[src/rtl/serial2parallel_if.sv]
// Handshake bundle for the bit-serial input, the buffered parallel output
// and the frame status counters of the deserializing receiver.
interface serial2parallel_if #(
    parameter int DATA_WIDTH = 8
);
    logic                  serial_data;
    logic                  serial_valid;
    logic                  serial_ready_out;
    logic [DATA_WIDTH-1:0] parallel_data;
    logic                  parallel_valid;
    logic                  parallel_last;
    logic                  parallel_ready_in;
    logic                  frame_done;
    logic [15:0]           byte_count;
    logic [15:0]           frame_count;

    modport master (
        output serial_data, serial_valid, parallel_ready_in,
        input  serial_ready_out, parallel_data, parallel_valid, parallel_last,
               frame_done, byte_count, frame_count
    );

    modport slave (
        input  serial_data, serial_valid, parallel_ready_in,
        output serial_ready_out, parallel_data, parallel_valid, parallel_last,
               frame_done, byte_count, frame_count
    );
endinterface

[src/rtl/serial2parallel.sv]
// Bit-serial to word deserializer with a 2-entry {data,last} output buffer
// and frame tagging / frame completion counters.
module serial2parallel #(
    parameter int DATA_WIDTH  = 8,
    parameter int MSB_FIRST   = 1,
    parameter int FRAME_BYTES = 1024
) (
    input  logic              clk,
    input  logic              reset,
    serial2parallel_if.slave  bus
);
    localparam int              CW        = (DATA_WIDTH > 1) ? $clog2(DATA_WIDTH) : 1;
    localparam logic [CW-1:0]   LAST_BIT  = CW'(DATA_WIDTH - 1);
    localparam logic [15:0]     LAST_BYTE = 16'(FRAME_BYTES - 1);

    logic [DATA_WIDTH-1:0] shift_q, shift_d;
    logic [CW-1:0]         bit_cnt_q, bit_cnt_d;
    logic [1:0]            occ_q, occ_d;
    logic [DATA_WIDTH-1:0] data_q [2];
    logic [DATA_WIDTH-1:0] data_d [2];
    logic [1:0]            last_q, last_d;
    logic [15:0]           byte_cnt_q, byte_cnt_d;
    logic [15:0]           frame_cnt_q, frame_cnt_d;
    logic                  frame_done_q, frame_done_d;

    logic                  serial_ready;
    logic                  accept;
    logic                  push;
    logic                  pop;
    logic                  push_last;
    logic [DATA_WIDTH-1:0] shift_in;

    // Ready depends only on flops, so the sink's ready never reaches the source.
    assign serial_ready = (bit_cnt_q != LAST_BIT) || (occ_q != 2'd2);
    assign accept       = bus.serial_valid && serial_ready;
    assign push         = accept && (bit_cnt_q == LAST_BIT);
    assign pop          = (occ_q != 2'd0) && bus.parallel_ready_in;
    assign push_last    = (byte_cnt_q == LAST_BYTE);

    always_comb begin
        // NOTE: every always_comb output gets a default first so no path can infer a latch.
        shift_in = '0;
        for (int i = 0; i < DATA_WIDTH; i++) begin
            if (MSB_FIRST != 0) begin
                shift_in[i] = (i == 0) ? bus.serial_data : shift_q[(i > 0) ? i - 1 : 0];
            end else begin
                shift_in[i] = (i == DATA_WIDTH - 1) ? bus.serial_data
                                                    : shift_q[(i < DATA_WIDTH - 1) ? i + 1 : i];
            end
        end
    end

    always_comb begin
        shift_d      = shift_q;
        bit_cnt_d    = bit_cnt_q;
        occ_d        = occ_q;
        data_d[0]    = data_q[0];
        data_d[1]    = data_q[1];
        last_d       = last_q;
        byte_cnt_d   = byte_cnt_q;
        frame_cnt_d  = frame_cnt_q;
        frame_done_d = 1'b0;

        if (accept) begin
            shift_d   = shift_in;
            bit_cnt_d = (bit_cnt_q == LAST_BIT) ? '0 : bit_cnt_q + 1'b1;
        end

        if (push) begin
            byte_cnt_d = push_last ? 16'd0 : byte_cnt_q + 16'd1;
        end

        if (pop && last_q[0]) begin
            frame_done_d = 1'b1;
            frame_cnt_d  = frame_cnt_q + 16'd1;
        end

        // Entry 0 is the head; push+pop at occ==2 cannot happen (final bit is stalled).
        if (push && pop) begin
            data_d[0] = shift_in;
            last_d[0] = push_last;
        end else if (pop) begin
            data_d[0] = data_q[1];
            last_d[0] = last_q[1];
            occ_d     = occ_q - 2'd1;
        end else if (push) begin
            if (occ_q == 2'd0) begin
                data_d[0] = shift_in;
                last_d[0] = push_last;
            end else begin
                data_d[1] = shift_in;
                last_d[1] = push_last;
            end
            occ_d = occ_q + 2'd1;
        end
    end

    // NOTE: sequential state is updated with non-blocking assignments only, so every flop samples pre-edge values.
    always_ff @(posedge clk) begin
        if (reset) begin
            shift_q      <= '0;
            bit_cnt_q    <= '0;
            occ_q        <= 2'd0;
            // NOTE: the buffer storage is reset too, because the head drives parallel_data and must read 0 after reset.
            data_q[0]    <= '0;
            data_q[1]    <= '0;
            last_q       <= 2'b00;
            byte_cnt_q   <= 16'd0;
            frame_cnt_q  <= 16'd0;
            frame_done_q <= 1'b0;
        end else begin
            shift_q      <= shift_d;
            bit_cnt_q    <= bit_cnt_d;
            occ_q        <= occ_d;
            data_q[0]    <= data_d[0];
            data_q[1]    <= data_d[1];
            last_q       <= last_d;
            byte_cnt_q   <= byte_cnt_d;
            frame_cnt_q  <= frame_cnt_d;
            frame_done_q <= frame_done_d;
        end
    end

    assign bus.serial_ready_out = serial_ready;
    assign bus.parallel_valid   = (occ_q != 2'd0);
    assign bus.parallel_data    = data_q[0];
    assign bus.parallel_last    = last_q[0];
    assign bus.frame_done       = frame_done_q;
    assign bus.byte_count       = byte_cnt_q;
    assign bus.frame_count      = frame_cnt_q;
endmodule

[src/flat_wrapper.sv]
// flat-port wrapper written by rule: the top's interface ports become plain ports
module serial2parallel_flat 
#(
    parameter int DATA_WIDTH  = 8,
    parameter int MSB_FIRST   = 1,
    parameter int FRAME_BYTES = 1024
)
  (clk, reset, bus_serial_data, bus_serial_valid, bus_parallel_ready_in, bus_serial_ready_out, bus_parallel_data, bus_parallel_valid, bus_parallel_last, bus_frame_done, bus_byte_count, bus_frame_count);
  serial2parallel_if #(.DATA_WIDTH(DATA_WIDTH)) bus_i ();
  input  logic clk;
  input  logic reset;
  input wire logic [$bits(bus_i.serial_data)-1:0] bus_serial_data;
  input wire logic [$bits(bus_i.serial_valid)-1:0] bus_serial_valid;
  input wire logic [$bits(bus_i.parallel_ready_in)-1:0] bus_parallel_ready_in;
  output wire logic [$bits(bus_i.serial_ready_out)-1:0] bus_serial_ready_out;
  output wire logic [$bits(bus_i.parallel_data)-1:0] bus_parallel_data;
  output wire logic [$bits(bus_i.parallel_valid)-1:0] bus_parallel_valid;
  output wire logic [$bits(bus_i.parallel_last)-1:0] bus_parallel_last;
  output wire logic [$bits(bus_i.frame_done)-1:0] bus_frame_done;
  output wire logic [$bits(bus_i.byte_count)-1:0] bus_byte_count;
  output wire logic [$bits(bus_i.frame_count)-1:0] bus_frame_count;
  assign bus_i.serial_data = bus_serial_data;
  assign bus_i.serial_valid = bus_serial_valid;
  assign bus_i.parallel_ready_in = bus_parallel_ready_in;
  assign bus_serial_ready_out = bus_i.serial_ready_out;
  assign bus_parallel_data = bus_i.parallel_data;
  assign bus_parallel_valid = bus_i.parallel_valid;
  assign bus_parallel_last = bus_i.parallel_last;
  assign bus_frame_done = bus_i.frame_done;
  assign bus_byte_count = bus_i.byte_count;
  assign bus_frame_count = bus_i.frame_count;
  serial2parallel #(.DATA_WIDTH(DATA_WIDTH), .MSB_FIRST(MSB_FIRST), .FRAME_BYTES(FRAME_BYTES)) u_core (.clk(clk), .reset(reset), .bus(bus_i));
endmodule
[config.mk]
export PLATFORM = sky130hd
export DESIGN_NAME = serial2parallel_flat
export DESIGN_NICKNAME = d
export VERILOG_FILES = /design/src/rtl/serial2parallel_if.sv /design/src/rtl/serial2parallel.sv /design/src/flat_wrapper.sv
export SDC_FILE = /design/constraint.sdc
export NUM_CORES = 1
export LEC_CHECK = 0
export CAP_MARGIN = 10
export CORE_ASPECT_RATIO = 1.2
export CORE_MARGIN = 8
export CORE_UTILIZATION = 35
export CTS_BUF_LIST = sky130_fd_sc_hd__clkbuf_4 sky130_fd_sc_hd__clkbuf_8
export CTS_CLUSTER_SIZE = 8
export DETAILED_ROUTE_END_ITERATION = 10
export PLACE_DENSITY_LB_ADDON = 0.15
export SETUP_SLACK_MARGIN = 0.15
export SLEW_MARGIN = 10
export SYNTH_ARGS = -nofsm -noshare
export SYNTH_HDL_FRONTEND = slang
export SYNTH_SLANG_ARGS = --single-unit
[constraint.sdc]
create_clock -name clk -period 3.11 [get_ports clk]
set_input_delay 0.4665 -clock clk [delete_from_list [all_inputs] [get_ports clk]]
set_output_delay 0.4665 -clock clk [all_outputs]
set_load 0.02 [all_outputs]
==> results.md, run 1 <==
* Power Dens Cells at 454.8 nW/um^2
* Skew final at 9.013 ps
* Die outline width at 99.14 um
* Worst setup EP type: output port
* Final worst-path setup slack at 679.7 ps
* Total global routing overflow at 0
* Met2 Wirelength at 2.876 mm
* IO Count at 49
* Synthesized area at 2903 um^2
* Post-CTS Hold Buffers at 0
* R2r startpoint: u_core.bit_cnt_q[0]
* Top FF cell, synth: dfxtp_1
* Share of cells above drive strength 1 at 10.73%
* Max Root-Sink Buffers at 2
* WHS at 457.0 ps
* Row count at 36
* Sequential area share after synthesis at 43.45%
* Met3 wire length at 459 um
* Status: finished clean
* Pre-CTS setup slack at 570.3 ps
* Worst Tran Pin Value at 667.3 ps
* RSZ-0062 raised after global routing: false
* Initial DRC Count at 130
* Post-DP HPWL at 4.652 mm
* Netlist cell types at 44
* Max Slew Vio Count at 0
* Post-route non-filler standard cell count at 477
* Hold path depth at 2
* Detailed-route vias per instance at 5.182
* Hold EP: u_core.data_q[0][13]
* Number of global-route vias before repair at 2349
* Syn Inst Count at 338
* Worst setup SP type: flip-flop
* Nets at 387
* Clock Pin Slew Worst Setup and Hold Paths at 80 ps
* FFs w/ async S/R, synth at 0%
* Placed instance count at 461
* # DRC at 0
* Die Ht at 115.8 um
* Required @ worst endpoint at 2640 ps
* Initial core utilization at 35.80%
* Largest net degree at the start of global routing at 31
* Mapped Avg Cell Area at 8.588 um^2
* # diodes at 0
* Core Area at 8108 um^2
* Layout area overhead at 23.88%
* Routed len/inst at 14.25 um
* Initial antenna violation count at 0
* First-pass GRT wire length at 11.54 mm
* LEAKAGE at 1.173 nW
* H-tree depth at 3
* Hold path startpoint: u_core.data_q[0][13]
* CTS tree: yes
* GRT Overall Usage at 12.32%
* Clock tree root buffer cell: clkbuf_8
* Total vias in the final route at 2472
* Yosys warnings at 0
* Final Setup Violations at 0
* #FFs+latches synth at 63
* Hold Fails Final Rpt at 0
* Syn Nets at 348
* Post-synth EDFFs at 0
* DR pass1 iterations at 4
* Max Fanout on Critical Path at 11
* Post-Route Setup TNS at 0 ps
* Post-route minimum period at 2430 ps
* Total power at 1.635 mW
* Max-Slew Margin vs Limit at 55.35%
* Fillers at 836
* TritonCTS Sinks at 63
* RePlAce Congestion at 0.7133
* Worst R2R End: u_core.data_q[0][0]
* Clock Latency Late Sink at 340 ps
* Port Buffers at 48
* Post-CTS Setup Inserts at 0
* Antenna Nets Post-Route at 0
* WL met1 at 3.406 mm
* Reg2Reg Setup Slack at 760 ps
* Worst vdd ir at 0.1881 mV
* Die area at 11480 um^2
* CP arrival at 1960 ps
* PostCTS Resize Cnt at 0
* Max Freq at 0.4115 GHz
* Crit Path Category: flip-flop to output port
* Class of the worst hold path: flip-flop to flip-flop
* FF-to-FF path depth at 9
* Tcrit/Tclk final at 78.15%
* Top Metal Used: met4
* Num CTS Buffers at 9
* Max-cap violations at 0
* DRT Wirelength at 6.797 mm
[layout by cell type (no fill, tap or decap), types with 4 or more instances in the layout]
cell type,n
dfxtp_1,63
nand2_1,53
clkdlybuf4s50_1,47
a21oi_1,29
nor2_1,23
nand3_1,20
nand4_1,14
xor2_1,13
o21ai_0,12
clkbuf_8,9
or3_1,8
a311oi_1,8
nor2_2,6
o31ai_1,6
or4_1,6
ha_1,5
buf_4,5
and2_1,4
nand3b_1,4
a21oi_2,4
and4_1,4
[layer usage]
metal	global-route usage, %	up-vias
met3	5.228	4
met2	18.77	45
li1	-	1274
met5	0	-
met4	3.943	0
met1	15.35	1149
[critical path, cell delays in order (launching register included)]
cell and delay, ps:
dfxtp_1 330, ha_1 200, ha_1 220, nand3b_1 90, buf_4 180, clkdlybuf4s50_1 630
[report_power, final]
part	total [mW]	switching [mW]	internal (mW)
logic	0.0363	0.0245	0.0117
registers	0.812	0.00283	0.810
clock network	0.787	0.335	0.452
[how the worst max path moves through the flow]
stage | cells after the start | slack (ps) | from | end
2_1_floorplan | 10 | 940 | u_core.bit_cnt_q[0] | u_core.data_q[0][0]
3_3_place_gp | 8 | 550 | bus_serial_valid | u_core.data_q[0][6]
3_5_place_dp | 8 | 570 | bus_serial_valid | u_core.data_q[0][2]
4_1_cts | 5 | 640 | u_core.bit_cnt_q[0] | bus_serial_ready_out
5_1_grt | 9 | 500 | u_core.bit_cnt_q[0] | u_core.data_q[0][1]
6_report | 5 | 680 | u_core.bit_cnt_q[0] | bus_serial_ready_out
[cell type report]
type / instances / area [um^2] / area share [%]
Sequential cell: 63 / 1261 / 35.07
Clock inverter: 7 / 97.59 / 2.714
Timing Repair Buffer: 53 / 513.0 / 14.27
Inverter: 3 / 11.26 / 0.3132
Clock buffer: 9 / 123.9 / 3.445
Tap cell: 95 / 118.9 / 3.305
Multi-Input combinational cell: 247 / 1470 / 40.88
[flip-flops by register name, summed over array words and instances (netlist names)]
register	count
u_core.shift_q	7
u_core.bus.byte_count	16
u_core.occ_q	2
u_core.bus.frame_done	1
u_core.data_q	16
u_core.bus.frame_count	16
u_core.last_q	2
u_core.bit_cnt_q	3
[cell families after synthesis]
family / count (synthesis) / synth area share, %
xor gates and xnor gates: 16 / 4.828
adders and majority gates: 5 / 2.155
AOI/OAI and AO/OA: 69 / 15.43
and+or+nand+nor: 156 / 27.89
muxes: 1 / 0.3448
DFF: 63 / 43.45
buffers and inverters: 28 / 5.905
[Yosys cell counts (5+ instances only)]
cell       n  area (um^2)
nand3_1   20        100.1
nor2_2     6        37.54
buf_2      7        35.03
nand2_1   53        198.9
buf_4      9        67.56
o21ai_0   12        60.06
a311oi_1   8        70.07
or4_1      6        45.04
nor2_1    23        86.33
ha_1       5        62.56
nand4_1   14        87.58
a21oi_1   29        145.1
or3_1      8        50.05
xor2_1    13        113.9
clkbuf_1   7        26.28
o31ai_1    6        45.04
dfxtp_1   63         1261
[stage by stage]
step	area (um^2)	utilization (%)
after detailed placement	3374	41.62
after global placement	3374	41.62
final	3596	44.35
after global routing	3596	44.35
after floorplan	2903	-
after CTS	3596	44.35
Note: power is estimated with default switching activity, not from simulation.
==> inputs of run 2 (changes only) <==
Clock period 3.11 ns to 2.4 ns, I/O delays scaled along.
==> run 2 against run 1 <==
Against the previous run:
- final cell count is 1.3% higher
- register-to-register slack worse by 430 ps
- core utilization is 0.39 points higher
- sequential cell count stayed put
- critical path type unchanged
- wire length is 0.53% lower
- clock power is 17% higher
==> results.md, run 2 (synthesis gave the netlist of run 1 again) <==
* Status: finished clean
* Die area at 11480 um^2 (unchanged)
* Initial antenna violation count at 0 (unchanged)
* Num CTS Buffers at 9 (unchanged)
* Total global routing overflow at 0 (unchanged)
* Post-route non-filler standard cell count at 483 (+1.3%)
* RePlAce Congestion at 0.7171 (+0.53%)
* FF-to-FF path depth at 10 (+1)
* Required @ worst endpoint at 2040 ps (-600 ps)
* # DRC at 0 (unchanged)
* Worst setup EP type: output port
* Final worst-path setup slack at 310.1 ps (-369.6 ps)
* Layout area overhead at 24.96%
* Hold Fails Final Rpt at 0 (unchanged)
* LEAKAGE at 1.192 nW (+1.6%)
* Hold path startpoint: reset
* Final instance area at 3627 um^2 (+0.87%)
* Worst setup SP type: flip-flop
* Row count at 36 (unchanged)
* Number of global-route vias before repair at 2358 (+0.38%)
* Placed instance count at 467 (+1.3%)
* DRT Wirelength at 6.761 mm (-0.53%)
* Most common cell after layout, fill and taps aside: dfxtp_1
* Total power at 2.020 mW (+24%)
* Clock Latency Late Sink at 340 ps (about the same)
* Detailed-route vias per instance at 5.116 (-1.3%)
* Area post-placement at 3420 um^2 (+1.3%)
* Max Fanout on Critical Path at 11 (unchanged)
* Core Area at 8108 um^2 (unchanged)
* Fillers at 842 (+0.72%)
* Worst Tran Pin Value at 421.1 ps (-246.1 ps)
* Max Freq at 0.4785 GHz
* Die Ht at 115.8 um (unchanged)
* Power Dens Cells at 556.9 nW/um^2 (+22%)
* DR pass1 iterations at 4 (unchanged)
* IO Count at 49 (unchanged)
* Final Setup Violations at 0 (unchanged)
* Worst vdd ir at 0.3241 mV (+72%)
* CTS tree: yes
* Crit Path Category: flip-flop to output port
* Final core utilization at 44.74% (+0.39 points)
* R2r startpoint: u_core.bit_cnt_q[0]
* Worst R2R End: u_core.data_q[0][1]
* First-pass GRT wire length at 11.41 mm (-1.1%)
* Share of cells above drive strength 1 at 13.14% (+2.4 points)
* H-tree depth at 3 (unchanged)
* Max Slew Vio Count at 0 (unchanged)
* Hold path depth at 2 (unchanged)
* Nets at 393 (+1.6%)
* Max-Slew Margin vs Limit at 71.84% (+16 points)
* Leading cell types in the layout, fill and taps excluded: 63 x dfxtp_1, 53 x nand2_1, 46 x clkdlybuf4s50_1
* Port Buffers at 48 (unchanged)
* RSZ-0062 raised after global routing: false
* Pre-CTS setup slack at 180.7 ps (-389.6 ps)
* Total vias in the final route at 2471 (-0.040%)
* WHS at 390.1 ps (-66.95 ps)
* Antenna Nets Post-Route at 0 (unchanged)
* Post-route minimum period at 2090 ps
* Die outline width at 99.14 um (unchanged)
* Clock Pin Slew Worst Setup and Hold Paths at 70 ps (about the same)
* Tcrit/Tclk final at 87.08%
* Max-cap violations at 0 (unchanged)
* Initial DRC Count at 137 (+5.4%)
* Skew final at 6.708 ps (-2.305 ps)
* Max Root-Sink Buffers at 2 (unchanged)
* Routed len/inst at 14.00 um (-1.8%)
* Post-DP HPWL at 4.759 mm (+2.3%)
* Initial core utilization at 35.80% (unchanged)
* CP arrival at 1730 ps (-230 ps)
* Reg2Reg Setup Slack at 330 ps (-430 ps)
* Largest net degree at the start of global routing at 37 (+19%)
* Hold EP: u_core.bus.frame_count[1]
* Class of the worst hold path: input pin to flip-flop
* # diodes at 0 (unchanged)
* GRT Overall Usage at 12.40% (+0.084 points)
* Post-Route Setup TNS at 0 ps (unchanged)
* TritonCTS Sinks at 63 (unchanged)
* Post-CTS Setup Inserts at 0 (unchanged)
* Clock tree root buffer cell: clkbuf_8
## run 2: worst max-delay path by stage
| stage | endpoint | startpoint | slack, ps |
|---|---|---|---|
| finish | bus_parallel_valid | u_core.occ_q[0] | 310 |
| global route | u_core.data_q[0][4] | u_core.bit_cnt_q[0] | 190 |
| CTS | u_core.data_q[0][1] | u_core.bit_cnt_q[0] | 240 |
| detailed placement | u_core.data_q[0][1] | bus_serial_valid | 180 |
| global placement | u_core.data_q[0][5] | bus_serial_valid | 250 |
| floorplan | u_core.data_q[0][0] | u_core.bit_cnt_q[0] | 230 |
## run 2: critical path, cell delays in order, from the launching register on
cell,delay [ps]
dfxtp_1,520
or2_1,220
clkdlybuf4s50_1,650
## run 2: per-layer routing
metal | up-vias | GRT usage, % | routed length (um)
met5 | - | 0 | 0
met4 | 0 | 6.977 | 107
met3 | 9 | 4.267 | 380
met2 | 44 | 18.37 | 2905
met1 | 1129 | 15.41 | 3368
li1 | 1289 | - | -
## run 2: area by class of cell
| class | count | area (um^2) | share of cell area [%] |
|---|---|---|---|
| Sequential cell | 63 | 1261 | 34.77 |
| Timing Repair Buffer | 59 | 556.8 | 15.35 |
| Clock buffer | 9 | 123.9 | 3.415 |
| Multi-Input combinational cell | 247 | 1481 | 40.84 |
| Tap cell | 95 | 118.9 | 3.277 |
| Inverter | 3 | 11.26 | 0.3105 |
| Clock inverter | 7 | 73.82 | 2.035 |
## run 2: repair_timing
action | in CTS | in global routing
hold buffers | 0 | 0
resized for setup | 1 | 4
endpoints found under the setup margin | 1 | 8
## run 2: power by group
| part | leakage (nW) | internal [mW] | switching [mW] | total (mW) |
|---|---|---|---|---|
| sequential | 0.508 | 1.05 | 0.00357 | 1.05 |
| combinational | 0.585 | 0.0162 | 0.0323 | 0.0485 |
| clock | 0.0992 | 0.480 | 0.438 | 0.919 |
